[src/rtl/rv_ctrl_pkg.sv]
// Shared definitions for the multi-cycle RV32 control path.
// Contents: FSM state enum (11 states), RV32 opcode constants, ALUOp codes,
// alu_src_b select codes, trap cause codes and a memory-state helper.
package rv_ctrl_pkg;

    typedef enum logic [3:0] {
        S_FETCH    = 4'd0,
        S_DECODE   = 4'd1,
        S_EXEC_R   = 4'd2,
        S_EXEC_I   = 4'd3,
        S_MEM_ADDR = 4'd4,
        S_MEM_RD   = 4'd5,
        S_MEM_WR   = 4'd6,
        S_WB_ALU   = 4'd7,
        S_WB_MEM   = 4'd8,
        S_BRANCH   = 4'd9,
        S_TRAP     = 4'd10
    } state_e;

    localparam logic [6:0] OP_R_TYPE = 7'b0110011;
    localparam logic [6:0] OP_I_ALU  = 7'b0010011;
    localparam logic [6:0] OP_LOAD   = 7'b0000011;
    localparam logic [6:0] OP_STORE  = 7'b0100011;
    localparam logic [6:0] OP_BRANCH = 7'b1100011;

    localparam logic [1:0] ALUOP_ADD   = 2'b00;
    localparam logic [1:0] ALUOP_SUB   = 2'b01;
    localparam logic [1:0] ALUOP_FUNCT = 2'b10;

    localparam logic [1:0] SRCB_RS2  = 2'b00;
    localparam logic [1:0] SRCB_FOUR = 2'b01;
    localparam logic [1:0] SRCB_IMM  = 2'b10;

    localparam logic [1:0] TC_NONE    = 2'b00;
    localparam logic [1:0] TC_ILLEGAL = 2'b01;
    localparam logic [1:0] TC_TIMEOUT = 2'b10;

    // States that hold a request on the unified memory port.
    function automatic logic is_mem_state(input state_e s);
        return (s == S_FETCH) || (s == S_MEM_RD) || (s == S_MEM_WR);
    endfunction

endpackage

[src/rtl/mem_wait_timer.sv]
// Counts consecutive stalled cycles of a memory request.
// Ports:
//   clk, rst   - clock and synchronous active-high reset
//   wait_i     - a memory state is active and mem_ready is low this cycle
//   timeout_o  - stalled with the count already at TIMEOUT_CYCLES
// The count clears whenever wait_i drops (handshake done or state left).
module mem_wait_timer #(
    parameter int TIMEOUT_CYCLES = 255
) (
    input  logic clk,
    input  logic rst,
    input  logic wait_i,
    output logic timeout_o
);

    localparam int               CNT_W = $clog2(TIMEOUT_CYCLES + 1);
    localparam logic [CNT_W-1:0] LIMIT = CNT_W'(TIMEOUT_CYCLES);

    logic [CNT_W-1:0] count_q;
    logic [CNT_W-1:0] count_d;

    // Next count: clear when not stalled, saturate at the limit so it never wraps.
    always_comb begin
        count_d = count_q;
        if (!wait_i) begin
            count_d = '0;
        end else if (count_q != LIMIT) begin
            count_d = count_q + CNT_W'(1);
        end else begin
            count_d = count_q;
        end
    end

    assign timeout_o = wait_i && (count_q == LIMIT);

    // Counter register.
    always_ff @(posedge clk) begin
        if (rst) begin
            count_q <= '0;
        end else begin
            count_q <= count_d;
        end
    end

endmodule

[src/rtl/multicycle_ctrl_fsm.sv]
// Main control FSM of the multi-cycle RV32 core (R, I-ALU, LW, SW, BEQ).
// Inputs : clk, rst (sync, active high), opcode (IR[6:0]), instr_30 (IR[30]),
//          zero (ALU compare flag), mem_ready (memory handshake completion).
// Outputs: memory port control (mem_req, mem_we, iord), PC/IR enables
//          (ir_write, pc_write, pc_branch), regfile write (reg_write,
//          result_src), ALU operand/op selects (alu_src_a, alu_src_b, alu_op,
//          alu_inst30) and trap status (halted, trap_cause).
// Outputs are decoded from the state register; the only input-dependent ones
// are the FETCH completion strobes, pc_branch and alu_inst30.
module multicycle_ctrl_fsm
    import rv_ctrl_pkg::*;
#(
    parameter int TIMEOUT_CYCLES = 255
) (
    input  logic       clk,
    input  logic       rst,
    input  logic [6:0] opcode,
    input  logic       instr_30,
    input  logic       zero,
    input  logic       mem_ready,
    output logic       mem_req,
    output logic       mem_we,
    output logic       iord,
    output logic       ir_write,
    output logic       pc_write,
    output logic       pc_branch,
    output logic       reg_write,
    output logic       result_src,
    output logic       alu_src_a,
    output logic [1:0] alu_src_b,
    output logic [1:0] alu_op,
    output logic       alu_inst30,
    output logic       halted,
    output logic [1:0] trap_cause
);

    state_e     state_q;
    state_e     state_d;
    logic [1:0] cause_q;
    logic [1:0] cause_d;
    logic       wait_s;
    logic       timeout_s;

    assign wait_s = is_mem_state(state_q) && !mem_ready;

    mem_wait_timer #(
        .TIMEOUT_CYCLES(TIMEOUT_CYCLES)
    ) u_wait_timer (
        .clk      (clk),
        .rst      (rst),
        .wait_i   (wait_s),
        .timeout_o(timeout_s)
    );

    // Next-state, trap cause and output decode for the current state.
    always_comb begin
        state_d    = state_q;
        cause_d    = cause_q;
        mem_req    = 1'b0;
        mem_we     = 1'b0;
        iord       = 1'b0;
        ir_write   = 1'b0;
        pc_write   = 1'b0;
        pc_branch  = 1'b0;
        reg_write  = 1'b0;
        result_src = 1'b0;
        alu_src_a  = 1'b0;
        alu_src_b  = SRCB_RS2;
        alu_op     = ALUOP_ADD;
        alu_inst30 = 1'b0;
        halted     = 1'b0;
        trap_cause = cause_q;

        case (state_q)
            S_FETCH: begin
                mem_req   = 1'b1;
                alu_src_b = SRCB_FOUR;
                // mem_ready beats a simultaneous timeout.
                if (mem_ready) begin
                    ir_write = 1'b1;
                    pc_write = 1'b1;
                    state_d  = S_DECODE;
                end else if (timeout_s) begin
                    state_d = S_TRAP;
                    cause_d = TC_TIMEOUT;
                end else begin
                    state_d = S_FETCH;
                end
            end
            S_DECODE: begin
                // ALUOut <= PC + imm, used as the branch target.
                alu_src_b = SRCB_IMM;
                case (opcode)
                    OP_R_TYPE: state_d = S_EXEC_R;
                    OP_I_ALU:  state_d = S_EXEC_I;
                    OP_LOAD:   state_d = S_MEM_ADDR;
                    OP_STORE:  state_d = S_MEM_ADDR;
                    OP_BRANCH: state_d = S_BRANCH;
                    default: begin
                        state_d = S_TRAP;
                        cause_d = TC_ILLEGAL;
                    end
                endcase
            end
            S_EXEC_R: begin
                alu_src_a  = 1'b1;
                alu_src_b  = SRCB_RS2;
                alu_op     = ALUOP_FUNCT;
                alu_inst30 = instr_30;
                state_d    = S_WB_ALU;
            end
            S_EXEC_I: begin
                // IR[30] is part of the immediate here, so addi never turns into sub.
                alu_src_a = 1'b1;
                alu_src_b = SRCB_IMM;
                alu_op    = ALUOP_FUNCT;
                state_d   = S_WB_ALU;
            end
            S_MEM_ADDR: begin
                alu_src_a = 1'b1;
                alu_src_b = SRCB_IMM;
                if (opcode == OP_STORE) begin
                    state_d = S_MEM_WR;
                end else begin
                    state_d = S_MEM_RD;
                end
            end
            S_MEM_RD: begin
                mem_req = 1'b1;
                iord    = 1'b1;
                if (mem_ready) begin
                    state_d = S_WB_MEM;
                end else if (timeout_s) begin
                    state_d = S_TRAP;
                    cause_d = TC_TIMEOUT;
                end else begin
                    state_d = S_MEM_RD;
                end
            end
            S_MEM_WR: begin
                mem_req = 1'b1;
                mem_we  = 1'b1;
                iord    = 1'b1;
                if (mem_ready) begin
                    state_d = S_FETCH;
                end else if (timeout_s) begin
                    state_d = S_TRAP;
                    cause_d = TC_TIMEOUT;
                end else begin
                    state_d = S_MEM_WR;
                end
            end
            S_WB_ALU: begin
                reg_write = 1'b1;
                state_d   = S_FETCH;
            end
            S_WB_MEM: begin
                reg_write  = 1'b1;
                result_src = 1'b1;
                state_d    = S_FETCH;
            end
            S_BRANCH: begin
                alu_src_a = 1'b1;
                alu_src_b = SRCB_RS2;
                alu_op    = ALUOP_SUB;
                pc_branch = zero;
                state_d   = S_FETCH;
            end
            S_TRAP: begin
                halted  = 1'b1;
                state_d = S_TRAP;
            end
            default: begin
                state_d = S_TRAP;
                cause_d = TC_ILLEGAL;
            end
        endcase

        // Reset is synchronous, but the outputs are forced low for its whole duration.
        if (rst) begin
            mem_req    = 1'b0;
            mem_we     = 1'b0;
            iord       = 1'b0;
            ir_write   = 1'b0;
            pc_write   = 1'b0;
            pc_branch  = 1'b0;
            reg_write  = 1'b0;
            result_src = 1'b0;
            alu_src_a  = 1'b0;
            alu_src_b  = SRCB_RS2;
            alu_op     = ALUOP_ADD;
            alu_inst30 = 1'b0;
            halted     = 1'b0;
            trap_cause = TC_NONE;
        end else begin
            trap_cause = cause_q;
        end
    end

    // State and sticky trap cause registers.
    always_ff @(posedge clk) begin
        if (rst) begin
            state_q <= S_FETCH;
            cause_q <= TC_NONE;
        end else begin
            state_q <= state_d;
            cause_q <= cause_d;
        end
    end

endmodule

[config.mk]
export PLATFORM = sky130hd
export DESIGN_NAME = multicycle_ctrl_fsm
export DESIGN_NICKNAME = d
export VERILOG_FILES = /design/src/rtl/rv_ctrl_pkg.sv /design/src/rtl/mem_wait_timer.sv /design/src/rtl/multicycle_ctrl_fsm.sv
export SDC_FILE = /design/constraint.sdc
export NUM_CORES = 1
export LEC_CHECK = 0
export BUFFER_PORTS_ARGS = -buffer_cell sky130_fd_sc_hd__clkbuf_2
export CAP_MARGIN = 20
export CORE_ASPECT_RATIO = 0.8
export CORE_MARGIN = 1
export CORE_UTILIZATION = 30
export CTS_CLUSTER_DIAMETER = 120
export DETAILED_ROUTE_END_ITERATION = 6
export PLACE_DENSITY_LB_ADDON = 0.25
export SLEW_MARGIN = 20
export SYNTH_ARGS = -nofsm -noshare
export SYNTH_HDL_FRONTEND = slang
export SYNTH_SLANG_ARGS = --single-unit
[constraint.sdc]
create_clock -name clk -period 1.6 [get_ports clk]
set_input_delay 0 -clock clk [delete_from_list [all_inputs] [get_ports clk]]
set_output_delay 0 -clock clk [all_outputs]
set_load 0.02 [all_outputs]
==> flow_summary.ini, run 1 <==
[global_route]
grt_pass1_wl_mm = 4.28
grt_use_total_pct = 15.3
grt_start_max_net_pins = 15
antenna_found_initial = 0
grt-ovfl-total = 0
grt_pass1_vias = 929

[drt]
drt_iter0_drc = 33
vias_per_cell = 5.22
remaining_drc_errors = 0
ant_nets = 0
dr.pass1.iters = 4
wire_per_inst_um = 12.6
num_vias = 1111
drt_wl_total_mm = 2.69

[place]
hpwl_mm = 2.11
pre_cts_ws_ps = 65.7
place.gp.congestion = 0.869
numPortBuffers = 28

[sta]
rsz0062_at_grt = no
hold_viol_final = 0
setup_viol = 0
hold_slack_ps = 123
skew_ps = 2.61
max-slew-margin-rel_pct = 79.3
slew_viol_final = 0
min_period_ps = 1540
max_freq_mhz = 651
timing.final.ws_setup_ps = 63.0
tightest_slew_ps = 307
finalCritPeriodShare_pct = 96.1

[synthesis]
synthTopCellsByArea = dfxtp_1 27%, nor2_1 8.2%, nor3_1 4.3%
synth_edf_count = 0
synth_top_area_share_pct = 26.7
synth-seq-area-share_pct = 26.7
ys_async_sr_fraction_pct = 0
synth.largest_area_cell = dfxtp_1
ys_types = 46
synth_warnings = 0
syn_area_mm2 = 0.00105
syn_area_per_cell_um2 = 7.51
syn_inst = 140
synth_seq_cells = 14
ys_dominant_reg_cell = dfxtp_1
syn_nets = 153

[critical_path]
cp-start-kind = flop
reg2reg_slack_ps = 70
end_kind = output port
critical_path_class = reg2out
timing.rr.start = u_wait_timer.count_q[0]$_SDFFE_PP0P_
rr_worst_depth = 5
timing.rr.end = cause_q[0]$_SDFFE_PP0P_
crit_required_ps = 1600
crit_fanout = 7
critPathArrivalTime_ps = 1540

[worst_hold_path]
hold_depth = 2
hold_end = state_q[2]$_SDFF_PP0_
min_from = mem_ready
hold_class = in2reg

[floorplan]
die_width_um = 68.2
rows = 18
initial_core_util_pct = 32.6
die_h_um = 54.9
io_pins = 29
dieArea_mm2 = 0.00375
core_mm2 = 0.00322

[clocking]
cts_tree = done
path_clk_slew_ps = 60
cts_hold_buffers = 0
postCtsSetupRepairBufs = 0
cts-htree-levels = 1
clock_path_buffers = 2
cts_root_buf = clkbuf_8
numClockSinks = 14
cts_buffers = 3
clk_latency_ps = 240
cts_resized = 1

[finish]
drive_gt1_share_pct = 37.0
num_antenna_cells = 0
syn2layout_area_growth_pct = 30.4
final_cell_mix = 24 x clkbuf_2, 20 x nor2_1, 12 x buf_4
mostFrequentLayoutCell = clkbuf_2
nets = 187

[flow_run]
drv_cap = 0

[power]
powerDensity_mw_per_mm2 = 1470
ir_worst_vdd_mv = 0.480
p_leak_uw = 0.000572

[run_status]
status = finished, final reports clean
==> kinds of logic after synthesis <==
family                   after synthesis  synth area share [%]
AND/OR/NAND/NOR                       74                  37.9
buffers and inverters                 15                  7.38
AO/OA/AOI/OAI                         30                  21.4
XOR/XNOR                               2                  1.67
flip-flops                            14                  26.7
multiplexers                           4                  3.81
adder cells (fa/ha/maj)                1                  1.19
==> worst max-delay path by stage <==
stage	start	endpoint	slack [ps]	depth (start not counted)
after floorplan	state_q[0]$_SDFF_PP0_	pc_write	-30	5
after global placement	u_wait_timer.count_q[1]$_SDFFE_PP0P_	cause_q[0]$_SDFFE_PP0P_	90	5
after detailed placement	u_wait_timer.count_q[0]$_SDFFE_PP0P_	cause_q[0]$_SDFFE_PP0P_	70	5
after CTS	state_q[2]$_SDFF_PP0_	alu_inst30	20	5
after global routing	u_wait_timer.count_q[0]$_SDFFE_PP0P_	cause_q[0]$_SDFFE_PP0P_	0.4	5
final	state_q[2]$_SDFF_PP0_	ir_write	60	5
==> cell usage after synthesis (2+ instances only) <==
cell       n
nor2_1    23
dfxtp_1   14
nor3_1     9
nand2_1    7
nor2b_1    6
clkbuf_1   5
inv_1      5
nand2b_1   5
o21ai_0    5
a21oi_1    4
mux2i_1    4
nand3_1    4
nor3b_1    3
o31ai_1    3
a211o_1    2
a22o_1     2
a31oi_1    2
and2_1     2
and3_1     2
buf_2      2
buf_6      2
nor3_2     2
o311ai_0   2
or2_1      2
xnor2_1    2
==> layer usage <==
layer,GRT usage [%],wire (µm),vias up
li1,-,-,569
met1,22.3,1370,517
met2,21.6,1200,23
met3,5.12,102,2
met4,3.13,17,0
met5,0,0,-
==> sequential cells by signal, indices dropped and copies added (netlist names) <==
signal	cells
cause_q	2
state_q	4
u_wait_timer.count_q	8
==> stage by stage <==
stage          utilization, %  total power (µW)  setup TNS (ps)  cells  instance area (µm²)
2_1_floorplan               -              1270           -33.7    140                 1080
3_3_place_gp             40.1              1610               0    209                 1290
3_5_place_dp             40.1              1610               0    209                 1290
4_1_cts                  41.8              1970               0    213                 1350
5_1_grt                  42.5              2180               0    213                 1370
6_report                 42.5              2020               0    213                 1370
==> critical path, cell delays in order, from the launching register on <==
cell	delay, ps
dfxtp_2	340
buf_4	160
or2_2	340
nor3_2	150
and2_4	160
buf_2	150
==> power by group <==
| part | internal (µW) | switching (µW) |
|---|---|---|
| sequential | 421 | 97.6 |
| clock | 218 | 120 |
| combinational | 513 | 648 |
==> layout make-up <==
cell class	instances	area, µm²
flip-flops and latches	14	285
well taps	40	50.0
inverters	5	18.8
fillers	322	1850
repair buffers	39	225
multi-input cells	111	736
clock buffers	4	55.1
Note: power is estimated with default switching activity, not from simulation.
==> inputs of run 2 (changes only) <==
- CORE_UTILIZATION: 30 -> 35
- MAX_ROUTING_LAYER: not set -> met4
- SYNTH_HIERARCHICAL: not set -> 1
==> flow_summary.ini, run 2 <==
[synthesis]
ys_dominant_reg_cell = dfxtp_1
yosysMostFrequentCell = dfxtp_1
synth.largest_area_cell = dfxtp_1
synth_top_area_share_pct = 24.7
synthTopCellsByArea = dfxtp_1 25%, a21oi_1 4.9%, nor3_1 4.9%
syn_nets = 166
ys_async_sr_fraction_pct = 0
synth-seq-area-share_pct = 24.7
syn_area_mm2 = 0.00113
synthTopCellsByCount = 14 x dfxtp_1, 12 x nand2_1, 11 x a21oi_1, 11 x nor2_1, 11 x nor3_1
syn_inst = 153
syn_area_per_cell_um2 = 7.42
synth_edf_count = 0
synth_seq_cells = 14
ys_types = 54
synth_warnings = 6

[drt]
drt_wl_total_mm = 3.41
vias_per_cell = 5.46
num_vias = 1382
ant_nets = 0
dr.pass1.iters = 4
wire_per_inst_um = 13.5
drt_iter0_drc = 117
remaining_drc_errors = 0

[clocking]
clk_latency_ps = 250
cts_buffers = 3
clock_path_buffers = 2
cts_tree = done
numClockSinks = 14
cts_hold_buffers = 0
path_clk_slew_ps = 60
cts_root_buf = clkbuf_8
cts-htree-levels = 1

[power]
powerDensity_mw_per_mm2 = 1380
combPwrFrac_pct = 70.0
intPower_uw = 1460
swShare_pct = 42.1
ir_worst_vdd_mv = 0.624
power_switching_uw = 1060
p_leak_uw = 0.000748
power_frac_clock_pct = 11.2
pwr-share-seq_pct = 18.8
power_uw = 2520

[critical_path]
crit_fanout = 2
cp-start-kind = flop
end_kind = flop
crit_required_ps = 1740
crit_top_cell = nor2_4
critPathArrivalTime_ps = 2050
path_cells = buf_6 -> nor2_4 -> nand3_2 -> o31a_4 -> nor2_4 -> and3_4 -> nand2b_4 -> or3_4 -> a2bb2oi_2 -> a32o_1
critical_path_class = reg2reg
cpPeakStageDelay_ps = 330
cpMaxStageDelayCell = or3_4

[floorplan]
rows = 18
die_width_um = 65.7
dieArea_mm2 = 0.00348
die_h_um = 52.9
io_pins = 29
core_mm2 = 0.00309
initial_core_util_pct = 36.8

[sta]
tightest_slew_ps = 361
hold_slack_ps = 96.2
min_period_ps = 1910
setup_viol = 12
finalCritPeriodShare_pct = 119
hold_viol_final = 0
slew_viol_final = 0
max-slew-margin-rel_pct = 75.6
timing.final.ws_setup_ps = -309
rsz0062_at_grt = yes
max_freq_mhz = 524
skew_ps = 5.90

[run_status]
failed_checks = setup timing
status = complete, but fails checks

[global_route]
antenna_found_initial = 0
grt_use_total_pct = 21.6
grt_start_max_net_pins = 18
grt_pass1_wl_mm = 5.57
grt_pass1_vias = 1223
grt-ovfl-total = 0

[finish]
syn2layout_area_growth_pct = 60.7
largestRegisters = u_wait_timer/count_q (8), state_q (4), cause_q (2)
num_antenna_cells = 0
drive_gt1_share_pct = 51.6
mostFrequentLayoutCell = buf_4
largest_register = u_wait_timer/count_q
nets = 228
final_cell_mix = 37 x buf_4, 20 x clkbuf_2, 11 x nand2_1
largest_reg_flops = 8
final_cells = 253
fillers = 284

[place]
numPortBuffers = 28
hpwl_mm = 2.50
place.gp.congestion = 0.864
place_inst = 240

[flow_run]
drv_cap = 0

[worst_hold_path]
hold_class = in2reg
[run 2: kinds of logic (layout without fill, tap and decap cells)]
kind of cell	count (synthesis)	count (layout)	synth area share (%)
muxes	2	2	1.76
and+or+nand+nor	79	79	39.6
buffers and inverters	14	74	6.61
xor gates and xnor gates	1	1	0.772
DFF	14	14	24.7
AOI/OAI and AO/OA	42	42	25.5
adders and majority gates	1	1	1.10
[run 2: path summary, 6_finish.rpt]
path                              to  cells past startpoint  slack, ps               startpoint
max reg2reg  cause_q[0]$_SDFFE_PP0P_                     10       -310    state_q[0]$_SDFF_PP0_
min reg2reg  cause_q[1]$_SDFFE_PP0P_                      2        480  cause_q[1]$_SDFFE_PP0P_
max          cause_q[0]$_SDFFE_PP0P_                     10       -310    state_q[0]$_SDFF_PP0_
min            state_q[2]$_SDFF_PP0_                      3        100                opcode[4]
[run 2: area by class of cell]
type                       instances  area, µm²  area share, %
multi-input combinational        125        946           51.9
timing repair buffer              67        482           26.4
sequential                        14        290           15.9
tap                               40       50.0           2.74
clock buffer                       3       41.3           2.26
inverter                           4       15.0          0.823
[run 2: critical path: cells and delay by family (launching register included)]
kind / cells / cell delay [ps]
DFF: 1 / 320
AOI/OAI and AO/OA: 3 / 490
and+or+nand+nor: 6 / 890
buffers and inverters: 1 / 120
[run 2: routing by layer]
layer | vias to the layer above | GRT usage (%) | wire length (µm)
met5 | - | - | 0
met4 | 0 | 3.62 | 17
met3 | 3 | 4.74 | 228
met2 | 51 | 33.5 | 1540
met1 | 640 | 29.1 | 1620
li1 | 688 | - | -
[run 2: repair_timing]
action	in CTS	in global routing
setup buffers	10	0
resized for setup	29	28
setup endpoints to repair	13	25
pin swaps	15	10
[run 2: power by group through the flow]
stage                     registers, µW  clock network [µW]  logic, µW
after floorplan                     451                   0        948
after global placement              459                   0       1350
final                               475                 283       1770
after global routing                481                 306       1900
after CTS                           467                 291       1640
after detailed placement            463                   0       1370
[run 2: stage by stage]
step	setup slack, ps	utilization, %	instance area [µm²]	setup TNS, ps
floorplan	-381	-	1200	-1110
global placement	-305	49.5	1530	-1160
detailed placement	-398	49.5	1530	-1510
CTS	-297	56.9	1750	-1650
global route	-380	59.1	1820	-3130
finish	-309	59.1	1820	-1690
==> inputs of run 3 (changes only) <==
- CORE_MARGIN: 1 -> 2
- RECOVER_POWER: not set -> 100
==> flow_summary.ini, run 3 (same netlist as run 2, synthesis figures left out) <==
[run_status]
status = complete, but fails checks
failed_checks = setup timing

[floorplan]
initial_core_util_pct = 36.8
io_pins = 29
die_width_um = 67.7
die_h_um = 54.9
rows = 18
dieArea_mm2 = 0.00372
core_mm2 = 0.00309

[place]
place.gp.congestion = 0.904
numPortBuffers = 28
hpwl_mm = 2.56
place_area_mm2 = 0.00155

[critical_path]
timing.rr.end = cause_q[0]$_SDFFE_PP0P_
cp-startpoint = state_q[0]$_SDFF_PP0_
timing.rr.start = state_q[0]$_SDFF_PP0_
critPathArrivalTime_ps = 2060
rr_worst_depth = 8
reg2reg_slack_ps = -330
crit_path_end = cause_q[0]$_SDFFE_PP0P_
crit_required_ps = 1740
cp-start-kind = flop
crit_fanout = 3
critical_path_class = reg2reg
end_kind = flop

[clocking]
cts_buffers = 3
cts_hold_buffers = 0
clk_latency_ps = 250
cts-htree-levels = 1
path_clk_slew_ps = 60
clock_path_buffers = 2
numClockSinks = 14
cts_tree = done
cts_root_buf = clkbuf_8

[finish]
num_antenna_cells = 0
largest_register = u_wait_timer/count_q
drive_gt1_share_pct = 54.3
fillers = 242
utilization_pct = 63.5
design_area_mm2 = 0.00196
syn2layout_area_growth_pct = 72.5
mostFrequentLayoutCell = buf_4
largestRegisters = u_wait_timer/count_q (8), state_q (4), cause_q (2)
final_cell_mix = 47 x buf_4, 14 x clkbuf_2, 12 x nand2_1
nets = 237
largest_reg_flops = 8

[sta]
rsz0062_at_grt = yes
finalCritPeriodShare_pct = 120
tns_ps = -2240
hold_slack_ps = 103
min_period_ps = 1930
max_freq_mhz = 519
slew_viol_final = 0
tightest_slew_ps = 412
skew_ps = 2.44
hold_viol_final = 0
setup_viol = 15
timing.final.ws_setup_ps = -325
max-slew-margin-rel_pct = 72.6

[drt]
remaining_drc_errors = 0
wire_per_inst_um = 15.7
ant_nets = 0
drt_wl_total_mm = 4.12
num_vias = 1482
dr.pass1.iters = 4
vias_per_cell = 5.63
drt_iter0_drc = 160

[flow_run]
drv_cap = 0

[power]
power_switching_uw = 1210
ir_worst_vdd_mv = 0.531
swShare_pct = 41.4
powerDensity_mw_per_mm2 = 1490
pwr-share-seq_pct = 16.7
combPwrFrac_pct = 71.6
intPower_uw = 1710
power_frac_clock_pct = 11.7
p_leak_uw = 0.000822

[global_route]
grt_pass1_wl_mm = 6.22
grt_start_max_net_pins = 17
grt-ovfl-total = 0
grt_use_total_pct = 23.4
grt_pass1_vias = 1341
antenna_found_initial = 0

[worst_hold_path]
hold_class = in2reg
==> run 3: final cells by class <==
cell class,instances,area (µm²),share of cell area (%)
multi-input cells,125,983,50.2
repair buffers,76,564,28.8
flip-flops and latches,14,290,14.8
clock buffers,4,55.1,2.81
well taps,40,50.0,2.56
inverters,4,15.0,0.767
==> run 3: power by group through the flow <==
stage / registers (µW) / clock network, µW / logic, µW
global placement: 466 / 0 / 1390
global route: 492 / 363 / 2230
floorplan: 451 / 0 / 948
detailed placement: 469 / 0 / 1390
CTS: 477 / 348 / 1810
finish: 488 / 342 / 2090
==> run 3: worst max-delay path, stage by stage (launching register included) <==
cell	delay, ps
dfxtp_2	350
inv_1	70
o31a_4	350
nor2_4	90
and3_4	210
nand2b_4	60
or3_4	330
a2bb2oi_2	150
a32o_1	210
==> run 3: per-stage QoR <==
stage / total power (µW) / std cells / worst slack, ps
finish: 2920 / 263 / -325
global route: 3080 / 263 / -374
CTS: 2640 / 263 / -322
detailed placement: 1860 / 243 / -387
global placement: 1850 / 243 / -337
floorplan: 1400 / 153 / -381
==> run 3: routing by layer <==
layer,up-vias,global-route usage (%),wire (µm)
li1,704,-,-
met1,697,29.2,1680
met2,69,37.6,1970
met3,12,6.28,357
met4,0,6.46,112
met5,-,-,0
==> run 3: worst min-delay path by stage <==
stage | cells past startpoint | slack, ps | to | start
4_1_cts | 3 | 100 | state_q[2]$_SDFF_PP0_ | opcode[4]
3_3_place_gp | 4 | 300 | alu_inst30 | instr_30
6_report | 3 | 100 | state_q[2]$_SDFF_PP0_ | opcode[4]
2_1_floorplan | 1 | 80 | trap_cause[0] | rst
5_1_grt | 3 | 130 | state_q[2]$_SDFF_PP0_ | opcode[4]
3_5_place_dp | 4 | 320 | alu_inst30 | instr_30
==> run 3: timing repair <==
action / 4_1_cts / 5_1_grt
setup endpoints to repair: 14 / 27
setup buffers: 16 / 2
gates resized for setup: 38 / 37
pin swaps: 16 / 9
